### src/rtl/result_writer.sv
// Avalon-MM write master: stores one NDWORDS x 32-bit record to SDRAM as 16-bit halfwords.
// Optional macro RESULT_WRITER_CNT_EN adds o_rec_cnt, the count of records fully written.
module result_writer #(
   parameter int unsigned NDWORDS = 3
) (
   input  logic                    i_clk,
   input  logic                    i_rstn,
   input  logic [31:0]             i_baseaddr,
   input  logic [31:0]             i_index,
   input  logic [32*NDWORDS-1:0]   i_data,
   input  logic                    i_valid,
   output logic                    o_ready,
   output logic                    o_done,
   output logic                    o_busy,
`ifdef RESULT_WRITER_CNT_EN
   output logic [31:0]             o_rec_cnt,
`endif
   output logic                    avm_m0_write,
   output logic [31:0]             avm_m0_address,
   output logic [15:0]             avm_m0_writedata,
   output logic [1:0]              avm_m0_byteenable,
   input  logic                    avm_m0_waitrequest
);

   localparam int unsigned NumHw  = 2 * NDWORDS;
   localparam int unsigned HwW    = (NumHw > 1) ? $clog2(NumHw) : 1;
   localparam logic [HwW-1:0] LastHw = HwW'(NumHw - 1);
   localparam logic [31:0] Stride = 32'(NDWORDS * 4);

   typedef enum logic [0:0] {StIdle, StWrite} state_e;

   state_e                  r_state;
   state_e                  w_state_next;
   logic [HwW-1:0]          r_hw;
   logic [32*NDWORDS-1:0]   r_data;
   logic                    w_accept;
   logic                    w_hw_acc;
   logic                    w_last;
   logic [31:0]             w_rec_addr;

   assign o_ready    = i_rstn && (r_state == StIdle);
   assign w_accept   = i_valid && o_ready;
   assign w_hw_acc   = avm_m0_write && !avm_m0_waitrequest;
   assign w_last     = (r_hw == LastHw);
   // 32-bit product: overflow wraps silently
   assign w_rec_addr = i_baseaddr + i_index * Stride;

   always_comb begin
      w_state_next = r_state;
      unique case (r_state)
         StIdle:  if (w_accept) w_state_next = StWrite;
         StWrite: if (w_hw_acc && w_last) w_state_next = StIdle;
         default: w_state_next = StIdle;
      endcase
   end

   always_ff @(posedge i_clk) begin
      if (!i_rstn) begin
         r_state           <= StIdle;
         r_hw              <= '0;
         r_data            <= '0;
         o_done            <= 1'b0;
         o_busy            <= 1'b0;
         avm_m0_write      <= 1'b0;
         avm_m0_address    <= '0;
         avm_m0_writedata  <= '0;
         avm_m0_byteenable <= '0;
`ifdef RESULT_WRITER_CNT_EN
         o_rec_cnt         <= '0;
`endif
      end else begin
         r_state <= w_state_next;
         o_busy  <= (w_state_next == StWrite);
         o_done  <= 1'b0;
         if (w_accept) begin
            r_data            <= i_data;
            r_hw              <= '0;
            avm_m0_write      <= 1'b1;
            avm_m0_address    <= w_rec_addr;
            avm_m0_writedata  <= i_data[15:0];
            avm_m0_byteenable <= 2'b11;
         end else if (w_hw_acc) begin
            if (w_last) begin
               avm_m0_write      <= 1'b0;
               avm_m0_byteenable <= 2'b00;
               o_done            <= 1'b1;
`ifdef RESULT_WRITER_CNT_EN
               o_rec_cnt         <= o_rec_cnt + 32'd1;
`endif
            end else begin
               // r_data shifts down so the next halfword always sits at [31:16]
               r_hw             <= r_hw + 1'b1;
               avm_m0_address   <= avm_m0_address + 32'd2;
               avm_m0_writedata <= r_data[31:16];
               r_data           <= r_data >> 16;
            end
         end
      end
   end

endmodule

### config.mk
export PLATFORM = sky130hd
export DESIGN_NAME = result_writer
export DESIGN_NICKNAME = d
export VERILOG_FILES = /design/src/rtl/result_writer.sv
export SDC_FILE = /design/constraint.sdc
export NUM_CORES = 1
export LEC_CHECK = 0
export CAP_MARGIN = 15
export CORE_MARGIN = 2
export CORE_UTILIZATION = 55
export CTS_CLUSTER_SIZE = 25
export DETAILED_ROUTE_END_ITERATION = 6
export HOLD_SLACK_MARGIN = 0.12
export PLACE_DENSITY = 0.85
export SYNTH_ARGS = -nofsm -noshare
export SYNTH_HDL_FRONTEND = slang
export SYNTH_SLANG_ARGS = --single-unit
### constraint.sdc
create_clock -name i_clk -period 10.6 [get_ports i_clk]
set_clock_uncertainty 0.05 [all_clocks]
set_input_delay 2.12 -clock i_clk [delete_from_list [all_inputs] [get_ports i_clk]]
set_output_delay 2.12 -clock i_clk [all_outputs]
set_load 0.05 [all_outputs]
==> Word level (Yosys, flattened, before mapping) <==
Index checks and enable logic that the tools add are counted.
{ "totals": {"ff_bits": 152, "latch_bits": 0, "mem_bits_rw": 0, "romBits": 0, "out_inout_bits": 54, "n_memories": 0} }
{ "classes": {"addsub": 3, "n_mul": 1, "n_div": 0, "order_cmp": 0, "n_eq_ne": 2, "shift": 0, "muxes": 19, "n_bitwise": 4, "reduce_logical": 12} }
{ "ops": {"columns": ["op", "count"], "rows": [
  ["96-bit 2-to-1 mux", 3],
  ["32-bit 2-to-1 mux", 3],
  ["16-bit 2-to-1 mux", 3],
  ["32-bit by 2-bit adder with 32-bit output (second input constant)", 1],
  ["32-bit adder", 1],
  ["32-bit by 2-bit multiplier with 30-bit output (second input constant)", 1],
  ["1-bit 2-to-1 mux", 6],
  ["2-bit 2-to-1 mux", 3],
  ["2-bit AND reduction", 3],
  ["1-bit logical AND", 4],
  ["1-bit NOT", 4],
  ["2-bit nonzero test", 2],
  ["3-bit by 1-bit adder with 3-bit output (second input constant)", 1],
  ["3-bit == test (second input constant)", 1],
  ["3-bit OR reduction", 1],
  ["2-bit inequality test (second input constant)", 1],
  ["1-bit case mux with 2 select lines", 1],
  ["2-bit OR reduction", 1],
  ["1-bit zero test", 1]
]} }

==> Longest topological paths before layout <==
{ "logic_depth": {"depth_word": 5, "mapped_depth": 19} }

==> Least setup slack after synthesis <==
No wires, ideal clock.
{ "synth_timing": {"kind": "input port to flip-flop", "startpoint": "input i_index[0]", "endpoint": "register avm_m0_address[31]", "setup_time_ns": 0.075, "arrival_time_ns": 5.638, "required_ns": 10.475, "path_slack_ns": 4.837, "stages": 17, "n_path_buf": 0, "cell_sequence": "ha_1 fa_1 a211oi_1 o31a_1 o32a_1 or2b_1 a21oi_1 xnor2_1 ha_1 o21ai_0 o21ai_0 a22o_1 a21oi_1 o211a_1 o21ai_0 xnor3_1 o22ai_1"} }
{ "synth_between": {"elab_chain_len": 3} }
{ "synth_lines": {"columns": ["item", "line_no", "source"], "rows": [
  ["start: declaration", "9", "input logic [31:0] i_index,"],
  ["32-bit by 2-bit multiplier with 30-bit output", "46", "assign w_rec_addr = i_baseaddr + i_index * Stride;"],
  ["32-bit adder", "46", null],
  ["32-bit 2-to-1 mux", "75", "if (w_accept) begin"],
  ["end signal: assignment", "79", "avm_m0_address <= w_rec_addr;"],
  ["end signal: assignment", "93", "avm_m0_address <= avm_m0_address + 32'd2;"],
  ["end: declaration", "19", "output logic [31:0] avm_m0_address,"]
]} }
Every way passes these cells.
A chain may end at the register's enable or synchronous reset.

==> Final worst setup path <==
{ "layout_timing": {"startpoint": "input i_index[1]", "endpoint": "register avm_m0_address[31]"} }
The elaborated chain is that of the path after synthesis.

==> impl_metrics.csv <==
group,metric,value,unit
status,outcome,"finished, final reports clean",
cts,tritoncts,"done",
layout,mostFrequentLayoutCell,"sky130_fd_sc_hd__nand2_1",
drt,detailed_routing_iterations_pass_1,6,
drt,initial_drc_count,621,
critical_path,required,10.88,ns
min_path,worst_hold_path.num_cells,2,
layout,post_route_non_filler_standard_cell_count,1540,
synth,synthesis.area,0.00913,sq mm
placement,detailedPlacementHpwl,18600,um
run,maxCapViolations,0,
floorplan,chipWidth,133,um
cts,clock_root_buffer,"sky130_fd_sc_hd__clkbuf_16",
layout,nets,1538,
layout,number_of_antenna_repair_diodes,0,
floorplan,initial_core_util,55.7,%
timing,setup_viol,0,
synth,synth_enable_flop_cells,0,
grt,grt_antenna_before_repair,1,
critical_path,critical_path.max_fanout,7,
critical_path,worstPathArrival,6.88,ns
timing,tightest_slew,1.09,ns
cts,cts_max_path_buffers,2,
critical_path,rr_startpoint,"avm_m0_byteenable[0]",
min_path,holdCritStartpoint,"avm_m0_address[0]",
layout,drive_above_1_share,3.26,%
synth,synth_top_cells_by_area,"sky130_fd_sc_hd__dfxtp_1, sky130_fd_sc_hd__o211a_1, sky130_fd_sc_hd__nand2_1, sky130_fd_sc_hd__ha_1, sky130_fd_sc_hd__nand3_1",
grt,grt.overflow.total,0,
layout,area_overhead_of_the_layout_relative_to_synthesis,29.0,%
power,power_density,149,mW/mm^2
timing,rsz0062_at_grt,"false",
drt,avgRoutedWirePerCell,16.8,um
cts,cts_sinks,134,
min_path,worstHoldPathType,"reg -> reg",
critical_path,critical_path_endpoint_category,"flop",
timing,slew_headroom,27.3,%
cts,cts_resized,0,
timing,timing_max_transition_violations_final,0,
floorplan,coreArea,0.0164,sq mm
timing,final_min_period_over_clock_period,62.3,%
grt,grt_first_pass_wirelength,41600,um
drt,postRouteAntennaNets,0,
min_path,hold_path_end,"avm_m0_address[0]",
critical_path,worstRegToRegCells,9,
layout,multi_input_comb_area,0.00603,sq mm
synth,netlist.area_leader.share,29.4,%
grt,first_global_vias,8582,
critical_path,worst-r2r-setup-slack,7.43,ns
drt,via_count,8978,
grt,grt_use_total,28.9,%
grt,grt_start_max_net_pins,109,
synth,syn_nets,1383,
floorplan,die_h,133,um
synth,synthesized_area_per_cell,7.92,sq um
placement,placement.io_buffers,215,
drt,detail_route.drc_violations,0,
synth,synth-main-ff-cell,"sky130_fd_sc_hd__dfxtp_1",
cts,clk_pin_slew,0.06,ns
timing,report.final.hold_viol_count,0,
critical_path,regToRegEndpoint,"avm_m0_address[24]",
synth,synth.distinct_cells,60,
placement,gp_routability_congestion,0.919,
cts,cts_setup_buffers,0,
floorplan,design.die.area,0.0176,sq mm
power,p_leak,5.55,nW
power,ir_worst_vdd,0.0874,mV
synth,yosys_register_bits,134,
critical_path,cp-start-kind,"primary input",
cts,cts_max_level,4,
layout,n_fill_cell,1276,
drt,vias_per_cell,5.83,
floorplan,i_o_pins,218,
drt,wirelength,25900,um
synth,yosys_warnings,0,
floorplan,row_count,47,
synth,postSynth.asyncResetShare,0,%
cts,cts_buffers,17,
layout,seqCellArea,0.00268,sq mm
synth,syn-instance-count,1153,
synth,synth.yosys.seq_area_share,29.4,%
timing,finalWorstPathRequiredPeriod,6.60,ns
timing,totalNegativeSetupSlack,0,ns
synth,synth_top_cell_by_area,"sky130_fd_sc_hd__dfxtp_1",
critical_path,worst-setup-path-type,"in -> reg",
timing,clock.fmax,0.151,GHz
cts,ctsHoldBuffers,0,
cts,insertion_delay,0.41,ns
layout,most_frequent_cells_in_the_layout,"sky130_fd_sc_hd__nand2_1, sky130_fd_sc_hd__clkdlybuf4s50_1, sky130_fd_sc_hd__dfxtp_1",
placement,place_inst,1509,
## cells in the mapped netlist, types with 2 or more instances
master and instances:
sky130_fd_sc_hd__o311a_1 2, sky130_fd_sc_hd__nor2b_1 26, sky130_fd_sc_hd__nor2_1 45, sky130_fd_sc_hd__inv_1 13, sky130_fd_sc_hd__nand2_1 231, sky130_fd_sc_hd__o22ai_1 2
sky130_fd_sc_hd__nand2b_1 7, sky130_fd_sc_hd__fa_1 2, sky130_fd_sc_hd__a31oi_1 4, sky130_fd_sc_hd__a21oi_1 57, sky130_fd_sc_hd__a211o_1 7, sky130_fd_sc_hd__nand4_1 18
sky130_fd_sc_hd__nor3_1 10, sky130_fd_sc_hd__a21o_1 21, sky130_fd_sc_hd__or2_2 2, sky130_fd_sc_hd__or3_1 2, sky130_fd_sc_hd__and4_1 6, sky130_fd_sc_hd__xnor2_1 41
sky130_fd_sc_hd__xor2_1 35, sky130_fd_sc_hd__a22oi_1 16, sky130_fd_sc_hd__o21bai_1 7, sky130_fd_sc_hd__ha_1 64, sky130_fd_sc_hd__a211oi_1 7, sky130_fd_sc_hd__nor4_1 4
sky130_fd_sc_hd__buf_4 18, sky130_fd_sc_hd__o211a_1 100, sky130_fd_sc_hd__clkbuf_1 58, sky130_fd_sc_hd__buf_1 7, sky130_fd_sc_hd__and3_1 12, sky130_fd_sc_hd__o21ai_0 36
sky130_fd_sc_hd__nor3b_1 2, sky130_fd_sc_hd__and2_1 7, sky130_fd_sc_hd__a41oi_1 3, sky130_fd_sc_hd__nand3_1 116, sky130_fd_sc_hd__o211ai_1 5, sky130_fd_sc_hd__a2111oi_0 3
sky130_fd_sc_hd__dfxtp_1 134
## how the worst max path moves through the flow
stage	cells past startpoint	end	from	slack [ns]
finish	18	avm_m0_address[31]	i_index[1]	4.00
global route	18	avm_m0_address[31]	i_index[1]	3.67
CTS	18	avm_m0_address[31]	i_index[1]	4.02
detailed placement	18	avm_m0_address[31]	i_index[1]	3.62
global placement	18	avm_m0_address[31]	i_index[1]	3.74
floorplan	17	avm_m0_address[31]	i_index[0]	4.84
## flip-flops by register name (all words and copies together), names as in the netlist
register / cells
r_data: 81
avm_m0_address: 32
avm_m0_writedata: 15
r_hw: 3
avm_m0_byteenable: 1
o_done: 1
r_state: 1
## report_power, final
group	total [mW]	switching (mW)	internal, mW
clock network	0.562	0.213	0.349
registers	0.570	0.0287	0.542
logic	0.627	0.351	0.277
total	1.76	0.593	1.17
## worst max-delay path: stages
cell,delay [ns]
sky130_fd_sc_hd__clkdlybuf4s50_1,0.48
sky130_fd_sc_hd__ha_1,0.24
sky130_fd_sc_hd__fa_1,0.43
sky130_fd_sc_hd__a211oi_1,0.35
sky130_fd_sc_hd__o31a_1,0.22
sky130_fd_sc_hd__o32a_1,0.26
sky130_fd_sc_hd__or2b_1,0.25
sky130_fd_sc_hd__a21oi_1,0.18
sky130_fd_sc_hd__xnor2_1,0.14
sky130_fd_sc_hd__ha_1,0.33
sky130_fd_sc_hd__o21ai_0,0.23
sky130_fd_sc_hd__o21ai_0,0.11
sky130_fd_sc_hd__a22o_1,0.21
sky130_fd_sc_hd__a21oi_1,0.36
sky130_fd_sc_hd__o211a_1,0.27
sky130_fd_sc_hd__o21ai_0,0.15
sky130_fd_sc_hd__xnor3_1,0.39
sky130_fd_sc_hd__o22ai_1,0.16
## cell type report
class / instances / area share [%]
timing repair buffer: 220 / 18.6
clock inverter: 9 / 0.882
sequential: 134 / 22.8
multi-input combinational: 922 / 51.2
clock buffer: 22 / 3.86
tap: 220 / 2.34
inverter: 13 / 0.414
## per-stage QoR
| stage | cell area, sq um | hold WS, ns | power [mW] | setup WS, ns | utilization [%] |
|---|---|---|---|---|---|
| finish | 11800 | 0.436 | 1.76 | 4.00 | 71.8 |
| floorplan | 9130 | 0.437 | 1.02 | 4.84 | - |
| CTS | 11800 | 0.439 | 1.76 | 4.02 | 71.8 |
| global placement | 11200 | 0.396 | 1.19 | 3.74 | 68.4 |
| detailed placement | 11200 | 0.429 | 1.20 | 3.62 | 68.4 |
| global route | 11800 | 0.462 | 1.85 | 3.67 | 71.8 |
## cell families after synthesis
group                    Yosys count  synth area share [%]
AO/OA/AOI/OAI                    288                  24.4
AND/OR/NAND/NOR                  491                  24.8
flip-flops                       134                  29.4
adder cells (fa/ha/maj)           66                  9.21
buffers and inverters             97                  4.74
XOR/XNOR                          77                  7.54
## routing by layer
metal | GRT usage, % | wire (um) | part of all wire (%) | vias to the layer above
li1 | - | - | - | 4457
met1 | 34.2 | 10600 | 41 | 4199
met2 | 49.8 | 12600 | 49 | 267
met3 | 8.12 | 1990 | 7.7 | 53
met4 | 11.0 | 719 | 2.8 | 2
met5 | 0 | 12 | 0.046 | -
(Power assumes the default switching activity.)
